**config.mk**
```make
export PLATFORM = sky130hd
export DESIGN_NAME = pc_fetch_unit_flat
export DESIGN_NICKNAME = d
export VERILOG_FILES = /design/src/rtl/rat_pkg.sv /design/src/rtl/pc_fetch_unit_if.sv /design/src/rtl/pc_next_mux.sv /design/src/rtl/pc_fetch_unit.sv /design/src/flat_wrapper.sv
export SDC_FILE = /design/constraint.sdc
export NUM_CORES = 1
export LEC_CHECK = 0
export ABC_AREA = 0
export CORE_UTILIZATION = 30
export CTS_BUF_LIST = sky130_fd_sc_hd__clkbuf_8
export CTS_CLUSTER_SIZE = 40
export DETAILED_ROUTE_END_ITERATION = 12
export PLACE_DENSITY = 0.59
export SYNTH_ARGS = -nofsm -noshare
export SYNTH_HDL_FRONTEND = slang
export SYNTH_SLANG_ARGS = --single-unit
```
**constraint.sdc**
```tcl
create_clock -name CLK -period 2.6 [get_ports CLK]
set_clock_uncertainty 0.05 [all_clocks]
set_input_delay 0.65 -clock CLK [delete_from_list [all_inputs] [get_ports CLK]]
set_output_delay 0.65 -clock CLK [all_outputs]
set_load 0.02 [all_outputs]
```
**src/rtl/rat_pkg.sv**
```systemverilog
// Shared types and fixed addresses for the RAT MCU program-fetch path.
package rat_pkg;

    localparam int ADDR_W = 10;

    typedef logic [ADDR_W-1:0] pc_t;

    typedef enum logic [1:0] {
        PC_SEL_IMMED = 2'd0,
        PC_SEL_STACK = 2'd1,
        PC_SEL_INTR  = 2'd2,
        PC_SEL_RSVD  = 2'd3
    } pc_sel_t;

    localparam pc_t INTR_VEC = 10'h3FF;
    localparam pc_t RST_VEC  = 10'h000;

    // BUBBLE covers the one cycle after reset where the ROM output is stale.
    typedef enum logic {
        FETCH_BUBBLE = 1'b0,
        FETCH_RUN    = 1'b1
    } fetch_state_t;

endpackage

```
**src/rtl/pc_fetch_unit_if.sv**
```systemverilog
// Control-unit <-> fetch-unit signal bundle; master is the control unit side.
interface pc_fetch_unit_if #(
    parameter int ADDR_W = rat_pkg::ADDR_W
);
    logic              PC_LD;
    logic              PC_INC;
    logic [1:0]        PC_MUX_SEL;
    logic [ADDR_W-1:0] FROM_IMMED;
    logic [ADDR_W-1:0] FROM_STACK;
    logic [ADDR_W-1:0] PC_COUNT;
    logic [ADDR_W-1:0] IR_ADDR;
    logic              IR_VALID;
    logic              SEL_ERR;

    modport master (
        output PC_LD, PC_INC, PC_MUX_SEL, FROM_IMMED, FROM_STACK,
        input  PC_COUNT, IR_ADDR, IR_VALID, SEL_ERR
    );

    modport slave (
        input  PC_LD, PC_INC, PC_MUX_SEL, FROM_IMMED, FROM_STACK,
        output PC_COUNT, IR_ADDR, IR_VALID, SEL_ERR
    );
endinterface

```
**src/rtl/pc_next_mux.sv**
```systemverilog
// Combinational next-PC selection: load beats increment beats hold.
module pc_next_mux #(
    parameter int                ADDR_W   = rat_pkg::ADDR_W,
    parameter logic [ADDR_W-1:0] INTR_VEC = rat_pkg::INTR_VEC,
    parameter logic [ADDR_W-1:0] RST_VEC  = rat_pkg::RST_VEC
) (
    input  logic [ADDR_W-1:0] pc,
    input  logic              pc_ld,
    input  logic              pc_inc,
    input  logic [1:0]        pc_mux_sel,
    input  logic [ADDR_W-1:0] from_immed,
    input  logic [ADDR_W-1:0] from_stack,
    output logic [ADDR_W-1:0] pc_next,
    output logic              sel_err_set
);
    import rat_pkg::*;

    logic [ADDR_W-1:0] load_tgt;

    always_comb begin
        load_tgt = RST_VEC;
        case (pc_sel_t'(pc_mux_sel))
            PC_SEL_IMMED: load_tgt = from_immed;
            PC_SEL_STACK: load_tgt = from_stack;
            PC_SEL_INTR:  load_tgt = INTR_VEC;
            // Reserved select falls back to the reset vector and raises the error flag.
            PC_SEL_RSVD:  load_tgt = RST_VEC;
            default:      load_tgt = RST_VEC;
        endcase
    end

    always_comb begin
        pc_next = pc;
        if (pc_ld)
            pc_next = load_tgt;
        else if (pc_inc)
            pc_next = pc + ADDR_W'(1);
    end

    assign sel_err_set = pc_ld && (pc_mux_sel == PC_SEL_RSVD);

endmodule

```
**src/rtl/pc_fetch_unit.sv**
```systemverilog
// Program counter plus ROM-latency tracking; IR_ADDR/IR_VALID describe the word on PROG_IR.
module pc_fetch_unit #(
    parameter int                ADDR_W   = rat_pkg::ADDR_W,
    parameter logic [ADDR_W-1:0] INTR_VEC = rat_pkg::INTR_VEC,
    parameter logic [ADDR_W-1:0] RST_VEC  = rat_pkg::RST_VEC
) (
    input logic              CLK,
    input logic              RST,
    pc_fetch_unit_if.slave   bus
);
    import rat_pkg::*;

    logic [ADDR_W-1:0] pc_q;
    logic [ADDR_W-1:0] pc_d;
    logic [ADDR_W-1:0] ir_addr_q;
    logic              ir_valid_q;
    logic              ir_valid_d;
    logic              sel_err_q;
    logic              sel_err_set;
    fetch_state_t      state_q;
    fetch_state_t      state_d;

    pc_next_mux #(
        .ADDR_W   (ADDR_W),
        .INTR_VEC (INTR_VEC),
        .RST_VEC  (RST_VEC)
    ) u_next_mux (
        .pc          (pc_q),
        .pc_ld       (bus.PC_LD),
        .pc_inc      (bus.PC_INC),
        .pc_mux_sel  (bus.PC_MUX_SEL),
        .from_immed  (bus.FROM_IMMED),
        .from_stack  (bus.FROM_STACK),
        .pc_next     (pc_d),
        .sel_err_set (sel_err_set)
    );

    always_ff @(posedge CLK) begin
        if (RST) begin
            state_q    <= FETCH_BUBBLE;
            pc_q       <= RST_VEC;
            ir_addr_q  <= RST_VEC;
            ir_valid_q <= 1'b0;
            sel_err_q  <= 1'b0;
        end else begin
            state_q    <= state_d;
            pc_q       <= pc_d;
            // The ROM captures rom[pc_q] on this same edge.
            ir_addr_q  <= pc_q;
            ir_valid_q <= ir_valid_d;
            sel_err_q  <= sel_err_q | sel_err_set;
        end
    end

    // A load means the word being fetched now is the abandoned fall-through.
    always_comb begin
        state_d    = FETCH_RUN;
        ir_valid_d = 1'b0;
        case (state_q)
            FETCH_BUBBLE: begin
                state_d    = FETCH_RUN;
                ir_valid_d = 1'b0;
            end
            FETCH_RUN: begin
                state_d    = FETCH_RUN;
                ir_valid_d = !bus.PC_LD;
            end
            default: begin
                state_d    = FETCH_RUN;
                ir_valid_d = 1'b0;
            end
        endcase
    end

    assign bus.PC_COUNT = pc_q;
    assign bus.IR_ADDR  = ir_addr_q;
    assign bus.IR_VALID = ir_valid_q;
    assign bus.SEL_ERR  = sel_err_q;

    a_rst_clears: assert property (@(posedge CLK)
        RST |=> (!ir_valid_q && pc_q == RST_VEC && !sel_err_q));

    a_ld_squashes: assert property (@(posedge CLK)
        (!RST && bus.PC_LD) |=> !ir_valid_q);

endmodule

```
**src/flat_wrapper.sv**
```systemverilog
// flat-port wrapper written by rule: the top's interface ports become plain ports
module pc_fetch_unit_flat import rat_pkg::*;
#(
    parameter int                ADDR_W   = rat_pkg::ADDR_W,
    parameter logic [ADDR_W-1:0] INTR_VEC = rat_pkg::INTR_VEC,
    parameter logic [ADDR_W-1:0] RST_VEC  = rat_pkg::RST_VEC
)
  (CLK, RST, bus_PC_LD, bus_PC_INC, bus_PC_MUX_SEL, bus_FROM_IMMED, bus_FROM_STACK, bus_PC_COUNT, bus_IR_ADDR, bus_IR_VALID, bus_SEL_ERR);
  pc_fetch_unit_if #(.ADDR_W(ADDR_W)) bus_i ();
  input logic CLK;
  input logic RST;
  input wire logic [$bits(bus_i.PC_LD)-1:0] bus_PC_LD;
  input wire logic [$bits(bus_i.PC_INC)-1:0] bus_PC_INC;
  input wire logic [$bits(bus_i.PC_MUX_SEL)-1:0] bus_PC_MUX_SEL;
  input wire logic [$bits(bus_i.FROM_IMMED)-1:0] bus_FROM_IMMED;
  input wire logic [$bits(bus_i.FROM_STACK)-1:0] bus_FROM_STACK;
  output wire logic [$bits(bus_i.PC_COUNT)-1:0] bus_PC_COUNT;
  output wire logic [$bits(bus_i.IR_ADDR)-1:0] bus_IR_ADDR;
  output wire logic [$bits(bus_i.IR_VALID)-1:0] bus_IR_VALID;
  output wire logic [$bits(bus_i.SEL_ERR)-1:0] bus_SEL_ERR;
  assign bus_i.PC_LD = bus_PC_LD;
  assign bus_i.PC_INC = bus_PC_INC;
  assign bus_i.PC_MUX_SEL = bus_PC_MUX_SEL;
  assign bus_i.FROM_IMMED = bus_FROM_IMMED;
  assign bus_i.FROM_STACK = bus_FROM_STACK;
  assign bus_PC_COUNT = bus_i.PC_COUNT;
  assign bus_IR_ADDR = bus_i.IR_ADDR;
  assign bus_IR_VALID = bus_i.IR_VALID;
  assign bus_SEL_ERR = bus_i.SEL_ERR;
  pc_fetch_unit #(.ADDR_W(ADDR_W), .INTR_VEC(INTR_VEC), .RST_VEC(RST_VEC)) u_core (.CLK(CLK), .RST(RST), .bus(bus_i));
endmodule
```
==> impl_table.tex <==
\begin{tabular}{lr}
\hline
Metric & Value \\
\hline
\multicolumn{2}{l}{\textbf{Status}} \\
Result of the run & complete, no violations \\
\multicolumn{2}{l}{\textbf{Critical path}} \\
Worst path top cell family by delay & buffers and inverters \\
Req. time, crit path & 1.90 ns \\
CP max-delay cell & sky130\_fd\_sc\_hd\_\_clkdlybuf4s50\_1 \\
CP bufs+invs & 1 \\
Type of the worst setup path & register to output port \\
Nature of the critical path startpoint & register \\
CP Data Arrival Time & 1.43 ns \\
CP endpoint kind & output port \\
Cells along the critical path & clkdlybuf4s50\_1 \\
Slowest cell delay on critical path & 0.68 ns \\
Maximum fanout along the worst path & 6 \\
\multicolumn{2}{l}{\textbf{Yosys}} \\
Netlist Area Pre-Place & 0.00103 sq mm \\
\#FFs+latches synth & 23 \\
Proportion of register bits with asynchronous set or reset after synthesis & 0\% \\
Ys Warns & 0 \\
Post-Synthesis Mean Instance Area & 9.49 sq um \\
Post-synth top flop & sky130\_fd\_sc\_hd\_\_dfxtp\_1 \\
Number of enable flip-flop cells after synthesis & 0 \\
Number of distinct library cell variants in the gate-level netlist after synthesis & 36 \\
Cell count after synthesis & 109 \\
Net Count, Synth & 136 \\
Share of the yosys chip area belonging to registers & 44.5\% \\
\multicolumn{2}{l}{\textbf{Detailed routing}} \\
Vias & 976 \\
Post-route DRC & 0 \\
First-pass detailed-route iteration total & 4 \\
Detailed Route Iter0 Violations & 16 \\
DR WL/cell & 13.5 um \\
Number of antenna-violating nets in the routed design & 0 \\
Average via count per standard cell & 4.88 \\
Wirelength, routed & 2.69 mm \\
\multicolumn{2}{l}{\textbf{Power and ir drop}} \\
Total power consumption of the routed design & 0.000793 W \\
Power per cell area & 495 mW/mm\^{}2 \\
Leak Pwr & 0.606 nW \\
IR Drop Worst-Case VDD & 0.000179 V \\
\multicolumn{2}{l}{\textbf{Cells and area}} \\
Layout cells sized above 1 & 8.33\% \\
Util after Layout & 50.9\% \\
Number of nets in the finished design & 184 \\
Antenna diode count & 0 \\
Layout area overhead & 55.0\% \\
\multicolumn{2}{l}{\textbf{CTS}} \\
TritonCTS clock tree & built \\
Number of H-tree levels & 1 \\
Clock root cell & sky130\_fd\_sc\_hd\_\_clkbuf\_8 \\
CTS Sinks & 23 \\
CTS Buf Count & 3 \\
Clock transition at path regs & 0.08 ns \\
Clock tree buffer depth & 2 \\
Clock network latency to the later pin of the worst-skew pair & 0.26 ns \\
CTS Hold Bufs & 0 \\
Gates resized, CTS repair & 0 \\
Number of buffers inserted by post-CTS setup repair & 0 \\
\multicolumn{2}{l}{\textbf{Hold path}} \\
Class of the worst hold path & register to register \\
\multicolumn{2}{l}{\textbf{Floorplanning}} \\
Die ar. & 0.00369 sq mm \\
Total I/O pin count & 48 \\
Number of standard-cell rows in the floorplan & 20 \\
Die Height & 60.7 um \\
Core ar. & 0.00315 sq mm \\
Starting density of the core & 32.8\% \\
Die width & 60.7 um \\
\multicolumn{2}{l}{\textbf{Flow run}} \\
Count of max-cap constraint violations & 0 \\
\multicolumn{2}{l}{\textbf{STA}} \\
Post-Route Hold Slack & 0.381 ns \\
Setup repair after global routing missed its margin & false \\
Max transition margin & 62.9\% \\
Peak clock frequency supported by timing & 470 MHz \\
Slew at the pin closest to its max-slew limit & 0.543 ns \\
Final hold violations & 0 \\
Setup total negative slack & 0 ns \\
Period utilisation layout & 81.9\% \\
Fin. max-slew vios & 0 \\
Final setup violation count & 0 \\
Min Clock Period, post-route & 2.13 ns \\
\multicolumn{2}{l}{\textbf{Global routing}} \\
Antenna violations before repair & 0 \\
GR Overflow Total & 0 \\
Vias in the first global route & 921 \\
Global-route usage over all layers & 15.6\% \\
Pin count of the biggest net entering global routing & 15 \\
Wire length of the first global-routing pass & 4.22 mm \\
\multicolumn{2}{l}{\textbf{Place}} \\
Number of port buffers & 47 \\
Estimated wirelength of the detail-placed design & 2.08 mm \\
RePlAce Congestion & 0.769 \\
\hline
\end{tabular}
cells by family after synthesis:
family	count (synthesis)	synth area share, %
compound gates	29	22.7
xor+xnor	4	3.39
fa+ha+maj	1	1.21
buf+inv	12	4.47
flops	23	44.5
simple gates	40	23.7
cell usage in the layout, fill, tap and decap left out, types with 2 or more instances in the layout:
cell	synthesis	routed
sky130_fd_sc_hd__a211oi_1	6	6
sky130_fd_sc_hd__a221o_1	2	2
sky130_fd_sc_hd__a221oi_1	3	3
sky130_fd_sc_hd__a2bb2oi_1	3	3
sky130_fd_sc_hd__a31oi_1	2	2
sky130_fd_sc_hd__and3_1	3	3
sky130_fd_sc_hd__buf_4	0	4
sky130_fd_sc_hd__clkbuf_8	0	3
sky130_fd_sc_hd__clkdlybuf4s50_1	0	47
sky130_fd_sc_hd__dfxtp_1	23	23
sky130_fd_sc_hd__inv_1	4	5
sky130_fd_sc_hd__nand2_1	2	2
sky130_fd_sc_hd__nand2b_1	2	2
sky130_fd_sc_hd__nand4_1	4	4
sky130_fd_sc_hd__nor2_1	7	7
sky130_fd_sc_hd__nor2b_1	11	11
sky130_fd_sc_hd__o21ai_0	2	2
sky130_fd_sc_hd__o311a_1	2	2
sky130_fd_sc_hd__o31a_1	2	2
sky130_fd_sc_hd__or2_2	4	4
sky130_fd_sc_hd__xor2_1	3	3
sequential cells by signal, indices dropped and copies added (netlist names):
register and cells:
u_core.bus.IR_ADDR 10, u_core.bus.PC_COUNT 10, u_core.bus.IR_VALID 1, u_core.bus.SEL_ERR 1, u_core.state_q 1
power by group:
group	switching (W)	internal [W]	total, W
clock network	0.000109	0.000105	0.000215
logic	0.0000786	0.000103	0.000181
registers	0.0000232	0.000374	0.000397
total	0.000211	0.000582	0.000793
cell type report:
cell class	instances	area, sq um
clock inverters	1	3.75
well taps	44	55.1
inverters	4	15.0
repair buffers	51	500
flip-flops and latches	23	460
clock buffers	3	41.3
fillers	329	1550
multi-input cells	74	528
metrics by stage:
stage	area [sq um]	worst slack (ns)	std cells
floorplan	1030	0.940	109
global placement	1560	0.319	196
detailed placement	1560	0.300	196
CTS	1600	0.469	200
global route	1600	0.405	200
finish	1600	0.471	200
per-layer routing:
metal,GRT usage (%),up-vias,part of all wire [%]
met5,0,-,0
met4,7.79,0,1.4
met3,2.13,4,6.9
met2,25.4,54,44
met1,20.3,417,47
li1,-,501,-
cell usage after synthesis (2+ instances only):
| cell | count | area share [%] |
|---|---|---|
| sky130_fd_sc_hd__nand4_1 | 4 | 2.4 |
| sky130_fd_sc_hd__nor2_1 | 7 | 2.5 |
| sky130_fd_sc_hd__a2bb2oi_1 | 3 | 2.5 |
| sky130_fd_sc_hd__o311a_1 | 2 | 1.9 |
| sky130_fd_sc_hd__a211oi_1 | 6 | 4.4 |
| sky130_fd_sc_hd__a221oi_1 | 3 | 2.5 |
| sky130_fd_sc_hd__o31a_1 | 2 | 1.7 |
| sky130_fd_sc_hd__nand2_1 | 2 | 0.73 |
| sky130_fd_sc_hd__clkbuf_1 | 7 | 2.5 |
| sky130_fd_sc_hd__inv_1 | 4 | 1.5 |
| sky130_fd_sc_hd__xor2_1 | 3 | 2.5 |
| sky130_fd_sc_hd__dfxtp_1 | 23 | 44 |
| sky130_fd_sc_hd__or2_2 | 4 | 2.4 |
| sky130_fd_sc_hd__nand2b_1 | 2 | 1.2 |
| sky130_fd_sc_hd__a31oi_1 | 2 | 1.2 |
| sky130_fd_sc_hd__nor2b_1 | 11 | 6.7 |
| sky130_fd_sc_hd__o21ai_0 | 2 | 0.97 |
| sky130_fd_sc_hd__a221o_1 | 2 | 1.9 |
| sky130_fd_sc_hd__and3_1 | 3 | 1.8 |
path summary, 6_finish.rpt:
kind | cells after the start | slack (ns) | end | startpoint
worst max-delay path | 1 | 0.47 | bus_PC_COUNT[3] | u_core.bus.PC_COUNT[3]$_SDFFE_PP0P_
worst min register to register | 1 | 0.38 | u_core.bus.IR_VALID$_SDFF_PP0_ | u_core.state_q$_DFF_P_
worst min-delay path | 1 | 0.38 | u_core.bus.IR_VALID$_SDFF_PP0_ | u_core.state_q$_DFF_P_
worst max register to register | 4 | 1.01 | u_core.bus.PC_COUNT[8]$_SDFFE_PP0P_ | u_core.bus.PC_COUNT[0]$_SDFFE_PP0P_
(Power assumes the default switching activity.)
